--- src/rtl/gmii_rx_frame_parser.sv ---
// GMII receive framer: strips preamble/SFD, packs 10/100 nibbles, enforces length limits.
// Define RX_FCS_CHECK_EN to add CRC-32 checking of the received FCS.
module gmii_rx_frame_parser #(
    parameter int unsigned MAX_FRAME_LEN = 1518,
    parameter int unsigned MIN_FRAME_LEN = 64,
    parameter int unsigned CNT_W         = 16
) (
    input  logic             rx_clk,
    input  logic             rx_reset,
    input  logic             speed_10_100,
    input  logic [7:0]       gmii_rxd,
    input  logic             gmii_rx_dv,
    input  logic             gmii_rx_er,
    output logic [7:0]       rx_data,
    output logic             rx_valid,
    output logic             rx_last,
    output logic             rx_err,
    output logic [CNT_W-1:0] frames_ok,
    output logic [CNT_W-1:0] frames_bad
);

    localparam int unsigned LEN_W = $clog2(MAX_FRAME_LEN + 2);

    typedef enum logic [1:0] {IDLE, PREAMBLE, DATA, DROP} state_t;

    state_t           r_state;
    state_t           w_next_state;
    logic             r_nib_mode;
    logic             r_nib_phase;
    logic [3:0]       r_nib_lo;
    logic [7:0]       r_hold;
    logic             r_hold_vld;
    logic [LEN_W-1:0] r_len;
    logic             r_err_seen;
    logic [7:0]       r_rx_data;
    logic             r_rx_valid;
    logic             r_rx_last;
    logic             r_rx_err;
    logic [CNT_W-1:0] r_frames_ok;
    logic [CNT_W-1:0] r_frames_bad;

    logic             w_mode;
    logic             w_is_pre;
    logic             w_is_sfd;
    logic [7:0]       w_byte;
    logic             w_byte_done;
    logic             w_over;
    logic             w_end;
    logic             w_fcs_bad;
    logic             w_frame_err;
    logic             w_emit;
    logic             w_last;

    // In IDLE the mode is not yet latched, so decode with the live pin.
    assign w_mode      = (r_state == IDLE) ? speed_10_100 : r_nib_mode;
    assign w_is_pre    = w_mode ? (gmii_rxd[3:0] == 4'h5) : (gmii_rxd == 8'h55);
    assign w_is_sfd    = w_mode ? (gmii_rxd[3:0] == 4'hD) : (gmii_rxd == 8'hD5);
    assign w_byte      = r_nib_mode ? {gmii_rxd[3:0], r_nib_lo} : gmii_rxd;
    assign w_byte_done = (r_state == DATA) && gmii_rx_dv && (!r_nib_mode || r_nib_phase);
    assign w_over      = w_byte_done && (r_len == LEN_W'(MAX_FRAME_LEN));
    assign w_end       = (r_state == DATA) && !gmii_rx_dv;

`ifdef RX_FCS_CHECK_EN
    logic [31:0] r_crc;
    logic [31:0] w_crc_rev;

    function automatic logic [31:0] crc32_byte(input logic [31:0] c, input logic [7:0] d);
        logic [31:0] x;
        x = c;
        for (int unsigned i = 0; i < 8; i++) begin
            x = (x[0] ^ d[i]) ? ((x >> 1) ^ 32'hEDB88320) : (x >> 1);
        end
        return x;
    endfunction

    always_ff @(posedge rx_clk) begin
        if (rx_reset || r_state != DATA) begin
            r_crc <= '1;
        end else if (w_byte_done) begin
            r_crc <= crc32_byte(r_crc, w_byte);
        end
    end

    // Register is reflected; its bit-reversal is compared to the normal-order residue.
    assign w_crc_rev = {<<{r_crc}};
    assign w_fcs_bad = (w_crc_rev != 32'hC704DD7B);
`else
    assign w_fcs_bad = 1'b0;
`endif

    always_ff @(posedge rx_clk) begin
        if (rx_reset) r_state <= IDLE;
        else          r_state <= w_next_state;
    end

    always_comb begin
        w_next_state = r_state;
        case (r_state)
            IDLE:     if (gmii_rx_dv) w_next_state = w_is_pre ? PREAMBLE : DROP;
            PREAMBLE: begin
                if (!gmii_rx_dv)     w_next_state = IDLE;
                else if (gmii_rx_er) w_next_state = DROP;
                else if (w_is_sfd)   w_next_state = DATA;
                else if (!w_is_pre)  w_next_state = DROP;
            end
            DATA: begin
                if (!gmii_rx_dv)     w_next_state = IDLE;
                else if (w_over)     w_next_state = DROP;
            end
            DROP:     if (!gmii_rx_dv) w_next_state = IDLE;
            default:  w_next_state = IDLE;
        endcase
    end

    always_comb begin
        w_last      = w_end || w_over;
        w_frame_err = w_over || r_err_seen || r_nib_phase || w_fcs_bad ||
                      (r_len == '0) ||
                      (r_len < LEN_W'(MIN_FRAME_LEN)) ||
                      (r_len > LEN_W'(MAX_FRAME_LEN));
        // Held byte leaves only once its successor completes or the frame ends.
        w_emit      = r_hold_vld && (w_byte_done || w_end);
    end

    always_ff @(posedge rx_clk) begin
        if (rx_reset) begin
            r_nib_mode   <= 1'b0;
            r_nib_phase  <= 1'b0;
            r_nib_lo     <= '0;
            r_hold       <= '0;
            r_hold_vld   <= 1'b0;
            r_len        <= '0;
            r_err_seen   <= 1'b0;
            r_rx_data    <= '0;
            r_rx_valid   <= 1'b0;
            r_rx_last    <= 1'b0;
            r_rx_err     <= 1'b0;
            r_frames_ok  <= '0;
            r_frames_bad <= '0;
        end else begin
            r_rx_valid <= w_emit;
            r_rx_last  <= w_emit && w_last;
            r_rx_err   <= w_emit && w_last && w_frame_err;
            if (w_emit) r_rx_data <= r_hold;

            if (w_last) begin
                if (w_frame_err) r_frames_bad <= r_frames_bad + CNT_W'(1);
                else             r_frames_ok  <= r_frames_ok + CNT_W'(1);
            end

            if (r_state == IDLE && w_next_state == PREAMBLE) r_nib_mode <= speed_10_100;

            if (r_state != DATA) begin
                r_nib_phase <= 1'b0;
                r_hold_vld  <= 1'b0;
                r_len       <= '0;
                r_err_seen  <= 1'b0;
            end else if (gmii_rx_dv) begin
                r_err_seen <= r_err_seen | gmii_rx_er;
                if (r_nib_mode) begin
                    r_nib_phase <= ~r_nib_phase;
                    if (!r_nib_phase) r_nib_lo <= gmii_rxd[3:0];
                end
                if (w_byte_done) begin
                    r_hold     <= w_byte;
                    r_hold_vld <= 1'b1;
                    r_len      <= r_len + LEN_W'(1);
                end
            end
        end
    end

    assign rx_data    = r_rx_data;
    assign rx_valid   = r_rx_valid;
    assign rx_last    = r_rx_last;
    assign rx_err     = r_rx_err;
    assign frames_ok  = r_frames_ok;
    assign frames_bad = r_frames_bad;

endmodule
--- config.mk ---
export PLATFORM = sky130hd
export DESIGN_NAME = gmii_rx_frame_parser
export DESIGN_NICKNAME = d
export VERILOG_FILES = /design/src/rtl/gmii_rx_frame_parser.sv
export SDC_FILE = /design/constraint.sdc
export NUM_CORES = 1
export LEC_CHECK = 0
export BUFFER_PORTS_ARGS = -buffer_cell sky130_fd_sc_hd__buf_2
export CORE_MARGIN = 2
export CORE_UTILIZATION = 40
export DETAILED_ROUTE_END_ITERATION = 6
export PLACE_DENSITY = 0.72
export SLEW_MARGIN = 10
export SYNTH_ARGS = -nofsm -noshare
export SYNTH_HDL_FRONTEND = slang
export SYNTH_SLANG_ARGS = --single-unit
--- constraint.sdc ---
create_clock -name rx_clk -period 1.8 [get_ports rx_clk]
set_input_delay 0.09 -clock rx_clk [delete_from_list [all_inputs] [get_ports rx_clk]]
set_output_delay 0.09 -clock rx_clk [all_outputs]
set_load 0.005 [all_outputs]
==> results of run 1 <==
[logic make-up after synthesis]
| kind of cell | Yosys count | share of synthesized area |
|---|---|---|
| AND/OR/NAND/NOR | 183 | 0.2867 |
| flip-flops | 72 | 0.4175 |
| AO/OA/AOI/OAI | 67 | 0.1167 |
| multiplexers | 30 | 0.09279 |
| buffers and inverters | 27 | 0.03117 |
| XOR/XNOR | 16 | 0.04060 |
| adder cells (fa/ha/maj) | 4 | 0.01450 |
[cell usage after synthesis (2+ instances only)]
cell      instances
xnor2_1          13
mux2_2           16
ha_1              4
nand3_1          14
nand2_1          29
a21oi_1          29
nand4b_1          3
nor2b_1          17
nand2b_1          4
clkbuf_1         14
o21ai_1           2
nor2_1           54
o21ai_0          14
and3_1           10
nor4bb_1          3
dfxtp_1          72
inv_1             8
o21a_1            4
xor2_1            3
nand4_1          10
nor3_1           10
and2_1            5
mux2i_1          14
or3_1             4
nor3b_1           4
and4b_1           2
a211oi_1         10
buf_2             5
and4_1            5
[report_power, final]
part | leakage [nW] | total [mW] | switching (mW) | internal, mW
clock network | 0.104 | 1.38 | 0.708 | 0.672
registers | 0.585 | 1.62 | 0.0113 | 1.61
logic | 1.20 | 0.172 | 0.0983 | 0.0735
[critical path: cells and delay by family, from the launching register on]
kind / cells / cell delay [ns]
simple gates: 1 / 0.54
compound gates: 3 / 0.48
mux: 1 / 0.35
flops: 1 / 0.33
buf+inv: 1 / 0.16
[layout by cell type (no fill, tap or decap), types with 5 or more instances in the layout]
cell type | synthesis | final
buf_2 | 5 | 55
buf_6 | 0 | 5
and3_1 | 10 | 9
nand3_1 | 14 | 13
nor2b_1 | 17 | 16
inv_1 | 8 | 8
a21oi_2 | 0 | 10
a211oi_1 | 10 | 8
buf_4 | 0 | 44
mux2i_1 | 14 | 14
o21ai_0 | 14 | 7
a21oi_1 | 29 | 16
nand2_1 | 29 | 28
dfxtp_1 | 72 | 64
and2_1 | 5 | 5
nand4_1 | 10 | 10
mux2_4 | 0 | 12
nor3_1 | 10 | 8
xnor2_1 | 13 | 11
nor2_1 | 54 | 53
o21ai_2 | 0 | 5
dfxtp_2 | 0 | 7
clkbuf_8 | 0 | 9
[sequential cells by signal, indices dropped and copies added, names as in the netlist]
register / count
r_state: 2
rx_valid: 1
rx_data: 8
r_nib_phase: 1
r_hold_vld: 1
r_len: 11
r_hold: 8
rx_last: 1
frames_ok: 16
r_nib_mode: 1
frames_bad: 16
r_nib_lo: 4
r_err_seen: 1
rx_err: 1
[repair_timing]
item,4_1_cts,5_1_grt
hold buffers,2,0
gates resized for setup,28,37
hold endpoints to repair,2,0
cloned,0,1
buffers inserted,3,4
pin swaps,13,15
setup endpoints to repair,28,33
[metal layers]
layer / routed length, µm / GRT usage / vias to the layer above
met2: 3963 / 0.2666 / 72
met3: 348 / 0.03974 / 16
met4: 173 / 0.07801 / 0
met5: 0 / 0 / -
met1: 3874 / 0.2368 / 1490
li1: - / - / 1610
[final cells by class]
| cell class | count | area (µm²) |
|---|---|---|
| sequential | 72 | 1454 |
| tap | 105 | 131.4 |
| fill | 726 | 3578 |
| clock buffer | 9 | 123.9 |
| inverter | 8 | 30.03 |
| clock inverter | 7 | 86.33 |
| multi-input combinational | 300 | 2163 |
| timing repair buffer | 109 | 732.0 |
[final timing paths]
check                          from                           to  slack [ns]  depth (start not counted)
max           r_len[8]$_SDFFE_PP0P_  frames_bad[15]$_SDFFE_PP0P_       -0.16                          6
min                     gmii_rxd[2]     r_nib_lo[2]$_SDFFE_PP0P_        0.03                          3
max reg2reg   r_len[8]$_SDFFE_PP0P_  frames_bad[15]$_SDFFE_PP0P_       -0.16                          6
min reg2reg  r_hold[2]$_SDFFE_PP0P_      rx_data[2]$_SDFFE_PP0P_        0.46                          2
==> reports/qor.yml, run 1 <==
status:
  status: "complete, but fails checks"
  violations: "negative setup slack"
floorplanning:
  pin_count: 56
  start_util: 0.4160
  die_h_um: 96.90
  core_area_um2: 8299
  fp.dieW_um: 96.90
  die_area_um2: 9390
  rows: 33
global_routing:
  grt_pass1_wl_mm: 13.78
  grt_overflow_total: 0
  grt_start_max_net_pins: 28
  grt_pass1_vias: 2945
  grt_antenna_before_repair: 0
  gr-usage-all-layers: 0.1751
cts:
  clock_latency_ns: 0.36
  cts-root-buf: "clkbuf_8"
  tritoncts: "done"
  htreeDepth: 3
  clock_sinks: 72
  cts_buffers: 9
  clkTransAtPathRegs_ns: 0.09
  clockBufferDepth: 2
critical_path:
  slowest_delay_ns: 0.54
  critPathLaunchType: "flip-flop"
  worstPathCellList: "or4_4 -> o21ai_2 -> o21ai_2 -> buf_12 -> a211oi_2 -> mux2_2"
  critPathCaptureType: "flip-flop"
  cp_common_cell: "o21ai_2"
  path_class: "reg -> reg"
  crit_arrival_ns: 2.21
  crit_path_max_fanout: 14
  cp.required_ns: 2.06
  cp_slowest_cell: "or4_4"
routing:
  vias: 3188
  ant_nets: 0
  drc: 0
  viasPerCell: 5.226
  firstDrtPassIters: 4
  routed_wl_mm: 8.359
  drt_iter0_markers: 112
  wl_per_cell_um: 13.70
power:
  powerDensity_nw_per_um2: 671.6
  power.leakage_nw: 1.893
  irDropWorstVdd_mv: 0.4056
  power_mw: 3.171
synthesis:
  synth_cells: 399
  synth_area_leaders: "dfxtp_1 (42%), nor2_1 (5.9%), mux2_2 (5.2%)"
  synth_area_per_cell_um2: 8.652
  yosysWarnings: 0
  postSynthNetCount: 416
  synth_edf_count: 0
  mappedNetlistArea_um2: 3452
  ys_seq_area_frac: 0.4175
  synth-seq-cells: 72
  synth_top_area_frac: 0.4175
  ys_async_sr_fraction: 0
  ys.flop_type: "dfxtp_1"
  synth_top_cell_by_area: "dfxtp_1"
  synth_cell_types: 46
timing:
  relSlewSlack: 0.6421
  fin_crit_sh: 1.088
  rsz0062_at_grt: "yes"
  hold_violations: 0
  skew_ns: 0.01116
  fmax_mhz: 510.6
  fin_tns_setup_ns: -1.455
  finalMaxSlewViolations: 0
  setup_viol: 22
  hold_ws_ns: 0.02617
  worst_slew_pin_slew_ns: 0.5369
  finalWorstSetupSlack_ns: -0.1585
  period_minus_slack_ns: 1.959
placement:
  port_buffers: 55
  gp_congestion: 0.8314
  dp_slack_ns: -0.1939
  dpl_cell_area_um2: 4187
  dp_hpwl_mm: 5.662
  dp.cells: 584
layout:
  area_growth_syn_to_layout_pct: 36.75
  final_cells: 610
  final_cell_area_um2: 4721
  layout-drive-gt1-share: 0.3723
  postLayoutCoreUtil: 0.5688
  n_antenna_cell: 0
  nNetsFinal: 517
min_path:
  hp-class: "in -> reg"
run:
  max-cap-violations: 0
(Power assumes the default switching activity.)
==> inputs of run 2 (changes only) <==
CAP_MARGIN = 20   (was not set)
CELL_PAD_IN_SITES_DETAIL_PLACEMENT = 2   (was not set)
CELL_PAD_IN_SITES_GLOBAL_PLACEMENT = 2   (was not set)
CORE_UTILIZATION = 30   (was 40)
PLACE_DENSITY = 0.84   (was 0.72)
==> reports/qor.yml, run 2 (synthesis gave the netlist of run 1 again) <==
status:
  status: "complete, but fails checks"
  violations: "negative setup slack"
layout:
  postLayoutCoreUtil: 0.4479  # -0.1209
  layout_common_cells: "dfxtp_1 (67), buf_4 (57), buf_2 (56)"
  nNetsFinal: 530  # +2.5%
  regArea_um2: 1448  # -0.43%
  n_antenna_cell: 0  # unchanged
  final_cells: 661  # +8.4%
  layout-drive-gt1-share: 0.4151  # +0.04278
  final_common_cell: "dfxtp_1"
  multi_input_area_um2: 2288  # +5.8%
  fillers: 1216  # +67%
  final_cell_area_um2: 5071  # +7.4%
  area_growth_syn_to_layout_pct: 46.90
placement:
  dp_hpwl_mm: 7.939  # +40%
  dp.cells: 632  # +8.2%
  dpl_cell_area_um2: 4297  # +2.6%
  dp_slack_ns: -0.2082  # -0.01439 ns
  port_buffers: 55  # unchanged
  gp_congestion: 0.8273  # -0.49%
timing:
  finalWorstSetupSlack_ns: -0.3503  # -0.1918 ns
  rsz0062_at_grt: "yes"
  worst_slew_pin_slew_ns: 0.5830  # +0.04614 ns
  hold_ws_ns: 0.02049  # -0.005674 ns
  hold_violations: 0  # unchanged
  fin_crit_sh: 1.195  # +0.1066
  fin_tns_setup_ns: -8.372  # -6.917 ns
  setup_viol: 33  # +50%
  relSlewSlack: 0.6113  # -0.03076
  fmax_mhz: 465.0  # -8.9%
  period_minus_slack_ns: 2.150  # +0.1918 ns
  skew_ns: 0.01093  # -0.0002358 ns
  finalMaxSlewViolations: 0  # unchanged
floorplanning:
  pin_count: 56  # unchanged
  core_area_um2: 11320  # +36%
  die_area_um2: 12380  # +32%
  die_h_um: 111.3  # +15%
  fp.dieW_um: 111.3  # +15%
  start_util: 0.3049  # -0.1110
  rows: 39  # +18%
critical_path:
  cp.required_ns: 2.02  # -0.04 ns
  r2r-start: "r_len[7]$_SDFFE_PP0P_"
  critPathLaunchType: "flip-flop"
  worstPathCellList: "buf_6 -> and4_4 -> buf_6 -> and3_4 -> nand4_1 -> buf_2 -> a21oi_1 -> mux2_2"
  cp_slowest_cell: "mux2_2"
  crit_arrival_ns: 2.37  # +0.16 ns
  r2r_slack_ns: -0.35  # -0.19 ns
  slowest_delay_ns: 0.37  # -0.17 ns
  critPathCaptureType: "flip-flop"
  worst-r2r-cell-count: 8  # +2
  regToRegEndpoint: "frames_bad[14]$_SDFFE_PP0P_"
  path_class: "reg -> reg"
  crit_path_max_fanout: 5  # -9
  cp_common_cell: "buf_6"
cts:
  clock_latency_ns: 0.34  # -0.02 ns
  clockBufferDepth: 2  # unchanged
  htreeDepth: 3  # unchanged
  tritoncts: "done"
  cts_buffers: 9  # unchanged
  cts-root-buf: "clkbuf_16"
  clock_sinks: 72  # unchanged
  holdBufCountCts: 0  # -2
  clkTransAtPathRegs_ns: 0.06  # -0.03 ns
routing:
  wl_per_cell_um: 21.63  # +58%
  routed_wl_mm: 14.30  # +71%
  drt_iter0_markers: 112  # unchanged
  vias: 3532  # +11%
  viasPerCell: 5.343  # +2.2%
  firstDrtPassIters: 4  # unchanged
  drc: 0  # unchanged
  ant_nets: 0  # unchanged
global_routing:
  grt_overflow_total: 0  # unchanged
  grt_start_max_net_pins: 29  # +3.6%
  grt_pass1_vias: 3960  # +34%
  gr-usage-all-layers: 0.2144  # +0.03929
  grt_pass1_wl_mm: 21.07  # +53%
  grt_antenna_before_repair: 0  # unchanged
run:
  max-cap-violations: 0  # unchanged
min_path:
  hp-class: "in -> reg"
  hold-path-endpoint: "r_nib_mode$_SDFFE_PP0P_"
  hold-path-cell-count: 3  # unchanged
  hp-start: "speed_10_100"
power:
  power_mw: 3.677  # +16%
  irDropWorstVdd_mv: 0.4240  # +4.5%
  power.leakage_nw: 1.999  # +5.6%
  powerDensity_nw_per_um2: 725.0  # +8.0%
==> run 2: layout make-up <==
class	instances	share of cell area
multi-input cells	300	0.4513
repair buffers	122	0.1614
well taps	143	0.03528
flip-flops and latches	72	0.2855
clock inverters	6	0.01357
inverters	8	0.005922
clock buffers	10	0.04713
==> run 2: worst max path at each step <==
stage                     startpoint                          end  cells after the start
2_1_floorplan  r_state[0]$_SDFF_PP0_   frames_ok[11]$_SDFFE_PP0P_                      5
3_3_place_gp   r_state[1]$_SDFF_PP0_   frames_ok[11]$_SDFFE_PP0P_                      5
3_5_place_dp   r_state[1]$_SDFF_PP0_   frames_ok[15]$_SDFFE_PP0P_                      5
4_1_cts        r_len[7]$_SDFFE_PP0P_   frames_ok[14]$_SDFFE_PP0P_                      6
5_1_grt        r_len[7]$_SDFFE_PP0P_  frames_bad[14]$_SDFFE_PP0P_                      8
6_report       r_len[7]$_SDFFE_PP0P_  frames_bad[14]$_SDFFE_PP0P_                      8
==> run 2: power breakdown <==
group	leakage, nW	internal, mW	switching, mW
clock	0.149	1.12	0.737
sequential	0.584	1.61	0.0141
combinational	1.27	0.0780	0.121
total	2.00	2.80	0.872
==> run 2: timing repair <==
action,in CTS,in global routing
setup buffers,11,4
endpoints found under the setup margin,37,47
pin swaps,22,12
cloned,0,1
gates resized for setup,40,40
==> run 2: worst max-delay path: cells and delay by family, from the launching register on <==
kind                   cells  cell delay (ns)
muxes                      1             0.37
buffers and inverters      3             0.47
AOI/OAI and AO/OA          1             0.19
DFF                        1             0.35
and+or+nand+nor            3             0.65
==> run 2: routing by layer <==
layer  share of wire  wire, µm  global-route usage  up-vias
met3           0.030       429             0.04483       29
met1            0.40      5730              0.2423     1791
li1                -         -                   -     1638
met4           0.025       360             0.07572        0
met5               0         0                   0        -
met2            0.54      7778              0.3963       74
